$ cat src/rtl/bcd_pkg.sv
// Shared BCD helpers for the decade counters: digit width, maximum digit,
// and the per-nibble clamp and decrement rules.
package bcd_pkg;

  localparam int BCD_W = 4;
  localparam logic [BCD_W-1:0] BCD_MAX = 4'd9;

  // Any non-decimal nibble (A..F) is treated as the largest legal digit.
  function automatic logic [BCD_W-1:0] bcd_clamp(input logic [BCD_W-1:0] nibble);
    return (nibble > BCD_MAX) ? BCD_MAX : nibble;
  endfunction

  function automatic logic [BCD_W-1:0] bcd_dec(input logic [BCD_W-1:0] nibble);
    return (nibble == '0) ? BCD_MAX : nibble - 4'd1;
  endfunction

endpackage

$ cat src/rtl/bcd_digit_dn.sv
// One BCD decade of the down-counter: reset, clamped load, or decrement
// with 0 -> 9 borrow.
module bcd_digit_dn
  import bcd_pkg::*;
(
  input  logic             clk,
  input  logic             rst,
  input  logic             ld,
  input  logic [BCD_W-1:0] ld_val,
  input  logic             dec,
  output logic [BCD_W-1:0] d,
  output logic             is_zero
);

  always_ff @(posedge clk) begin
    if (rst) begin
      d <= '0;
    end else if (ld) begin
      d <= bcd_clamp(ld_val);
    end else if (dec) begin
      d <= bcd_dec(d);
    end
  end

  assign is_zero = (d == '0);

endmodule

$ cat src/rtl/bcd_down_counter.sv
// Multi-decade BCD countdown timer with borrow enables, zero flag and a
// one-cycle done pulse on the 1 -> 0 decrement.
module bcd_down_counter
  import bcd_pkg::*;
#(
  parameter int DIGITS = 3,
  parameter int WRAP   = 0
) (
  input  logic                                  clk,
  input  logic                                  rst,
  input  logic                                  load,
  input  logic [BCD_W*DIGITS-1:0]               din,
  input  logic                                  en,
  output logic [BCD_W*DIGITS-1:0]               q,
  output logic [((DIGITS > 1) ? DIGITS-2 : 0):0] ena,
  output logic                                  zero,
  output logic                                  done
);

  localparam logic [BCD_W*DIGITS-1:0] QONE = (BCD_W*DIGITS)'(1);

  logic [DIGITS-1:0] is_zero;
  logic [DIGITS-1:0] low_zero;
  logic [DIGITS-1:0] dec;
  logic              step;
  logic              done_nxt;

  assign zero = &is_zero;

  // A decrement happens only when no higher-priority action claims the edge
  // and, without wrap, the count is not already parked at zero.
  assign step = en & ~load & ~rst & ((WRAP != 0) | ~zero);

  for (genvar i = 0; i < DIGITS; i++) begin : g_digit
    if (i == 0) begin : g_lsd
      assign low_zero[i] = 1'b1;
    end else begin : g_upper
      assign low_zero[i] = &is_zero[i-1:0];
    end

    assign dec[i] = step & low_zero[i];

    bcd_digit_dn u_digit (
      .clk     (clk),
      .rst     (rst),
      .ld      (load),
      .ld_val  (din[BCD_W*i +: BCD_W]),
      .dec     (dec[i]),
      .d       (q[BCD_W*i +: BCD_W]),
      .is_zero (is_zero[i])
    );
  end

  if (DIGITS > 1) begin : g_ena
    assign ena = dec[DIGITS-1:1];
  end else begin : g_no_ena
    assign ena = 1'b0;
  end

  assign done_nxt = step & (q == QONE);

  always_ff @(posedge clk) begin
    if (rst) begin
      done <= 1'b0;
    end else begin
      done <= done_nxt;
    end
  end

endmodule

$ cat config.mk
export PLATFORM = sky130hd
export DESIGN_NAME = bcd_down_counter
export DESIGN_NICKNAME = d
export VERILOG_FILES = /design/src/rtl/bcd_pkg.sv /design/src/rtl/bcd_digit_dn.sv /design/src/rtl/bcd_down_counter.sv
export SDC_FILE = /design/constraint.sdc
export NUM_CORES = 1
export LEC_CHECK = 0
export CAP_MARGIN = 20
export CORE_ASPECT_RATIO = 0.7
export CORE_UTILIZATION = 43
export DETAILED_ROUTE_END_ITERATION = 6
export HOLD_SLACK_MARGIN = 0.02
export PLACE_DENSITY = 0.89
export SLEW_MARGIN = 20
export SYNTH_ARGS = -nofsm -noshare
export SYNTH_HDL_FRONTEND = slang
export SYNTH_SLANG_ARGS = --single-unit
$ cat constraint.sdc
create_clock -name clk -period 3.6 [get_ports clk]
set_input_delay 1.08 -clock clk [delete_from_list [all_inputs] [get_ports clk]]
set_output_delay 1.08 -clock clk [all_outputs]
set_load 0.05 [all_outputs]
==> flow_metrics.py, run 1 <==
metrics = {
    "synth": {
        "yosysSeqAreaShare": 0.311,
        "syn_area_sq_um": 837,
        "yosysWarnings": 0,
        "syn_inst": 99,
        "syn_nets": 115,
        "synthFlopType": "dfxtp_1",
        "synth.distinct_cells": 44,
        "ys_seq_elements": 13,
        "avgSynthCellArea_sq_um": 8.46,
        "async_flop_share": 0,
        "synth_edf_count": 0,
    },
    "finish": {
        "area_growth_pct": 51.0,
        "fin_area_sq_mm": 0.00126,
        "antennaDiodeCount": 0,
        "nets": 152,
        "drive_above_1_share": 0.156,
        "fin_cells": 156,
    },
    "clock_network": {
        "numCtsBuffers": 3,
        "clockBufferDepth": 2,
        "clock-sinks": 13,
        "cts_tree": "built",
        "clock_latency_ns": 0.28,
        "cts_hold_buf": 0,
        "cts.clk_slew.worst_paths_ns": 0.08,
        "root_buffer": "clkbuf_4",
        "htreeDepth": 1,
        "cts_setup_buffers": 0,
    },
    "timing": {
        "final.setup.tns_ns": 0,
        "fmax_mhz": 285,
        "max_slew_margin": 0.657,
        "tightest_slew_ns": 0.512,
        "rsz0062_at_grt": "no",
        "period_share": 0.975,
        "final.min_clock_period_ns": 3.51,
        "clock_skew_ns": 0.000486,
        "final_hold_viol_count": 0,
        "setup_viol": 0,
        "slew_viol_final": 0,
    },
    "drt": {
        "vias": 929,
        "wl_microns": 2350,
        "dr.pass1.iters": 4,
        "topRoutingLayerUsed": "met3",
        "drt-initial-drc-count": 37,
        "wl_met2_microns": 1070,
        "drtAntennaViolNets": 0,
        "drcViolationCount": 0,
        "m1WireLength_microns": 1120,
        "met3WireLength_microns": 166,
        "post_drt_wl_per_cell_microns": 15.1,
        "vias_per_cell": 5.96,
    },
    "power": {
        "seq_power_share": 0.416,
        "vdd_ir_drop_max_v": 0.000246,
        "p_leak_nw": 0.478,
        "pwr-share-clk": 0.223,
        "comb_power_share": 0.361,
        "power.density_mw_per_mm2": 325,
        "power.share.switching": 0.364,
        "p_int_uw": 261,
        "p_sw_uw": 149,
    },
    "worst_setup_path": {
        "cp-end-kind": "output pin",
        "worst_path_largest_cell_delay_ns": 0.44,
        "r2r-start": "g_digit[0].u_digit.d[2]",
        "startpoint": "rst",
        "path_buf_inv": 2,
        "cp.depth": 6,
        "setup.worst_path.end": "ena[1]",
        "crit_family": "simple AND/OR/NAND/NOR gates",
        "slowest_stage": "clkdlybuf4s50_1",
        "r2r_cells": 4,
        "crit_chain": "clkdlybuf4s50_1 -> nor4_2 -> nand2_1 -> a21oi_2 -> and2_1 -> buf_12",
        "worstPathArrival_ns": 2.43,
        "cp-start-kind": "input port",
        "reg2reg_to": "g_digit[1].u_digit.d[1]",
        "worstPathMaxFanout": 2,
        "worst-r2r-setup-slack_ns": 1.65,
        "critPathRequiredTime_ns": 2.52,
        "critical_path_class": "in -> out",
    },
    "global_route": {
        "grt_usage": 0.244,
        "grt_max_degree": 18,
        "grt-ovfl-total": 0,
        "grt_antenna_before_repair": 0,
        "grt_pass1_vias": 854,
        "grt_pass1_wl_microns": 3680,
    },
    "floorplanning": {
        "dieHeight_microns": 38.9,
        "rows": 12,
        "core_sq_mm": 0.00170,
        "initial_core_util": 0.493,
        "die_w_microns": 54.7,
        "boundaryPins": 32,
        "die-area_sq_mm": 0.00213,
    },
    "place": {
        "placed_cell_area_sq_mm": 0.00121,
        "dp_hpwl_microns": 1760,
        "gp_congestion": 0.847,
        "numPortBuffers": 31,
        "placed_cells": 152,
    },
    "run_status": {
        "status": "complete, no violations",
    },
    "run": {
        "maxCapViolCount": 0,
    },
    "min_path": {
        "min_path_type": "reg -> reg",
    },
}
[kinds of logic after synthesis]
kind of cell           after synthesis  synth area share
AOI/OAI and AO/OA                   31             0.284
buffers and inverters               10            0.0643
DFF                                 13             0.311
muxes                                1            0.0135
and+or+nand+nor                     44             0.327
[per-stage QoR]
stage | total power [mW] | worst slack [ns] | utilization | hold slack [ns]
6_report | 0.411 | 0.0884 | 0.745 | 0.622
5_1_grt | 0.429 | 0.00371 | 0.745 | 0.670
4_1_cts | 0.408 | 0.0399 | 0.734 | 0.611
3_5_place_dp | 0.317 | -0.0359 | 0.715 | 0.584
3_3_place_gp | 0.313 | 0.0364 | 0.715 | 0.574
2_1_floorplan | 0.257 | 0.287 | - | 0.770
[worst reg2reg max path, delay by kind of cell (launching register included)]
family / cells / cell delay [ns]
compound gates: 2 / 0.50
flops: 1 / 0.40
simple gates: 1 / 0.59
mux: 1 / 0.36
[layout by cell type (no fill, tap or decap), drive strengths merged, types with 2 or more instances in the layout]
cell / n
a21o: 2
o31a: 2
clkdlybuf4s50: 28
inv: 4
a21oi: 5
nand2: 8
nor3: 5
a211oi: 2
a311oi: 2
a22o: 2
nand2b: 2
nor4: 5
nor2: 8
nand3: 3
dfxtp: 13
clkbuf: 4
buf: 9
o21ai: 3
o21a: 2
nor2b: 3
a2111oi: 2
a31oi: 2
[routing by layer]
metal,track usage,vias to the layer above
met5,0,-
met4,0.0641,0
met3,0.0627,0
met2,0.395,49
met1,0.318,424
li1,-,456
[power by group through the flow]
stage / Combinational [mW] / Sequential (mW) / Clock (mW)
3_3_place_gp: 0.141 / 0.172 / 0
5_1_grt: 0.156 / 0.172 / 0.101
6_report: 0.148 / 0.171 / 0.0915
3_5_place_dp: 0.144 / 0.172 / 0
2_1_floorplan: 0.0601 / 0.197 / 0
4_1_cts: 0.145 / 0.169 / 0.0935
[worst min path at each step]
stage | cells past startpoint | slack [ns] | startpoint | to
6_report | 2 | 0.62 | g_digit[2].u_digit.d[2] | g_digit[2].u_digit.d[2]
5_1_grt | 2 | 0.67 | g_digit[0].u_digit.d[0] | done
4_1_cts | 2 | 0.61 | g_digit[0].u_digit.d[0] | done
3_5_place_dp | 2 | 0.58 | g_digit[0].u_digit.d[0] | done
3_3_place_gp | 2 | 0.57 | g_digit[0].u_digit.d[0] | done
2_1_floorplan | 2 | 0.77 | g_digit[0].u_digit.d[0] | done
[synthesized netlist by cell type (all sizes together), types with 2 or more instances]
master / instances / area, sq um
inv: 4 / 15.0
nor2: 8 / 30.0
o21ai: 3 / 15.0
dfxtp: 13 / 260
clkbuf: 2 / 7.51
buf: 4 / 31.3
a2111oi: 2 / 18.8
a311oi: 2 / 17.5
a31oi: 2 / 12.5
o31a: 2 / 17.5
nand2b: 2 / 12.5
nor4: 5 / 61.3
o21a: 2 / 15.0
nor3: 5 / 25.0
a21oi: 5 / 25.0
a21o: 2 / 15.0
nand3: 3 / 15.0
a211oi: 2 / 20.0
nand2: 8 / 30.0
nor2b: 3 / 18.8
a22o: 2 / 17.5
[registers in the layout, indices dropped and copies added, names as in the netlist]
register and cells:
done 1, g_digit.u_digit.d 12
[repair_timing]
| action | 4_1_cts | 5_1_grt |
|---|---|---|
| endpoints found under the setup margin | 1 | 2 |
| gates resized for setup | 1 | 4 |
| pin swaps | 0 | 1 |
[cell type report]
class / instances / area, sq um
tap: 21 / 26.3
clock buffer: 4 / 26.3
sequential: 13 / 260
fill: 124 / 433
inverter: 4 / 15.0
multi-input combinational: 76 / 551
timing repair buffer: 38 / 385
Note: power is estimated with default switching activity, not from simulation.
==> run 2, diff against run 1 <==
CORE_MARGIN = 10   (was not set)
==> run 2 against run 1 <==
Wire length increased by 12%. Global-route usage decreased by 12 points. Die area increased by 94%. Clock power increased by 3.1%. Via count increased by 2.9%.
==> flow_metrics.py, run 2 (synthesis results as in run 1) <==
metrics = {
    "timing": {
        "clock_skew_ns": 0.00250,
        "setup_viol": 0,
        "period_share": 0.962,
        "fmax_mhz": 289,
        "final.setup.tns_ns": 0,
        "rsz0062_at_grt": "no",
        "tightest_slew_ns": 0.508,
        "max_slew_margin": 0.660,
        "final_hold_viol_count": 0,
        "final.min_clock_period_ns": 3.46,
        "whs_ns": 0.604,
        "slew_viol_final": 0,
    },
    "drt": {
        "drt-initial-drc-count": 83,
        "wl_microns": 2630,
        "vias_per_cell": 6.01,
        "drcViolationCount": 0,
        "vias": 956,
        "dr.pass1.iters": 4,
        "post_drt_wl_per_cell_microns": 16.5,
        "drtAntennaViolNets": 0,
    },
    "finish": {
        "regMostFlops": "g_digit.u_digit.d",
        "reg_top3": "g_digit.u_digit.d x12, done x1",
        "area_growth_pct": 52.2,
        "fin_area_sq_mm": 0.00127,
        "largest_reg_flops": 12,
        "final_cell_mix": "clkdlybuf4s50_1, dfxtp_1, buf_4, nand2_1, nor2_1",
        "drive_above_1_share": 0.168,
        "layout.cells.most_common": "clkdlybuf4s50_1",
        "antennaDiodeCount": 0,
        "nets": 154,
    },
    "clock_network": {
        "htreeDepth": 1,
        "root_buffer": "clkbuf_4",
        "clockBufferDepth": 2,
        "cts.clk_slew.worst_paths_ns": 0.08,
        "cts_tree": "built",
        "clock_latency_ns": 0.28,
        "clock-sinks": 13,
        "numCtsBuffers": 3,
    },
    "worst_setup_path": {
        "reg2reg_to": "g_digit[1].u_digit.d[1]",
        "slowest_stage": "clkdlybuf4s50_1",
        "critPathRequiredTime_ns": 2.52,
        "worst-r2r-setup-slack_ns": 1.66,
        "crit_chain": "clkdlybuf4s50_1 -> nor4_2 -> nand2_1 -> a21oi_2 -> and2_1 -> buf_12",
        "worstPathMaxFanout": 2,
        "crit_family": "buffers and inverters",
        "r2r_cells": 4,
        "cp-end-kind": "output pin",
        "worstPathArrival_ns": 2.38,
        "cp-start-kind": "input port",
        "worst_path_largest_cell_delay_ns": 0.44,
        "r2r-start": "g_digit[0].u_digit.d[2]",
        "path_buf_inv": 2,
        "critical_path_class": "in -> out",
    },
    "floorplanning": {
        "die_w_microns": 72.7,
        "core_sq_mm": 0.00185,
        "die-area_sq_mm": 0.00414,
        "initial_core_util": 0.451,
        "rows": 13,
        "dieHeight_microns": 56.9,
        "boundaryPins": 32,
    },
    "power": {
        "power.density_mw_per_mm2": 325,
        "p_leak_nw": 0.486,
        "finalPower_uw": 413,
        "vdd_ir_drop_max_v": 0.000211,
    },
    "run_status": {
        "status": "complete, no violations",
    },
    "global_route": {
        "grt_usage": 0.127,
        "grt_pass1_vias": 862,
        "grt_pass1_wl_microns": 4240,
        "grt_max_degree": 18,
        "grt-ovfl-total": 0,
        "grt_antenna_before_repair": 0,
    },
    "min_path": {
        "hold_depth": 2,
        "worstHoldStart": "g_digit[2].u_digit.d[2]",
        "min_path_type": "reg -> reg",
        "min_to": "g_digit[2].u_digit.d[2]",
    },
    "place": {
        "numPortBuffers": 31,
        "placed_cell_area_sq_mm": 0.00121,
        "gp_congestion": 0.842,
        "dp_hpwl_microns": 1920,
    },
    "run": {
        "maxCapViolCount": 0,
    },
}
-- run 2: worst max-delay path by stage --
stage                                 start     end  slack [ns]  cells after the start
detailed placement                       en  ena[1]       -0.01                      6
CTS                                      en  ena[1]        0.03                      6
global route                            rst  ena[1]       0.003                      6
global placement                         en  ena[1]        0.04                      6
floorplan           g_digit[2].u_digit.d[0]    zero        0.29                      4
finish                                  rst  ena[1]        0.14                      6
-- run 2: worst min-delay path, cell delays in order (launching register included) --
cell and delay (ns):
dfxtp_1 0.37, o311ai_0 0.11, nand3_1 0.08
-- run 2: repair_timing --
item,4_1_cts,5_1_grt
hold endpoints to repair,0,0
setup buffers,0,2
setup endpoints to repair,1,2
resized for setup,2,2
pin swaps,0,2
hold buffers,0,0
-- run 2: layout make-up --
cell class                 instances  area (sq um)
fill                             157           581
multi-input combinational         76           544
timing repair buffer              40           400
sequential                        13           260
tap                               22          27.5
clock buffer                       4          26.3
inverter                           4          15.0
-- run 2: report_power, final --
group	switching (mW)	total [mW]	internal [mW]	leakage, nW
registers	0.0178	0.170	0.152	0.107
clock network	0.0511	0.0943	0.0431	0.0150
logic	0.0828	0.149	0.0664	0.364
total	0.152	0.413	0.262	0.486
-- run 2: through the flow --
stage	setup WS (ns)	util	instances
2_1_floorplan	0.287	-	99
3_3_place_gp	0.0377	0.655	153
3_5_place_dp	-0.0137	0.655	153
4_1_cts	0.0322	0.675	157
5_1_grt	0.00319	0.687	159
6_report	0.137	0.687	159
-- run 2: layer usage --
metal,up-vias,GRT usage,part of all wire
met5,-,0,0
met4,0,0.0486,0.026
met3,11,0.0561,0.094
met2,45,0.190,0.46
met1,440,0.154,0.42
li1,460,-,-
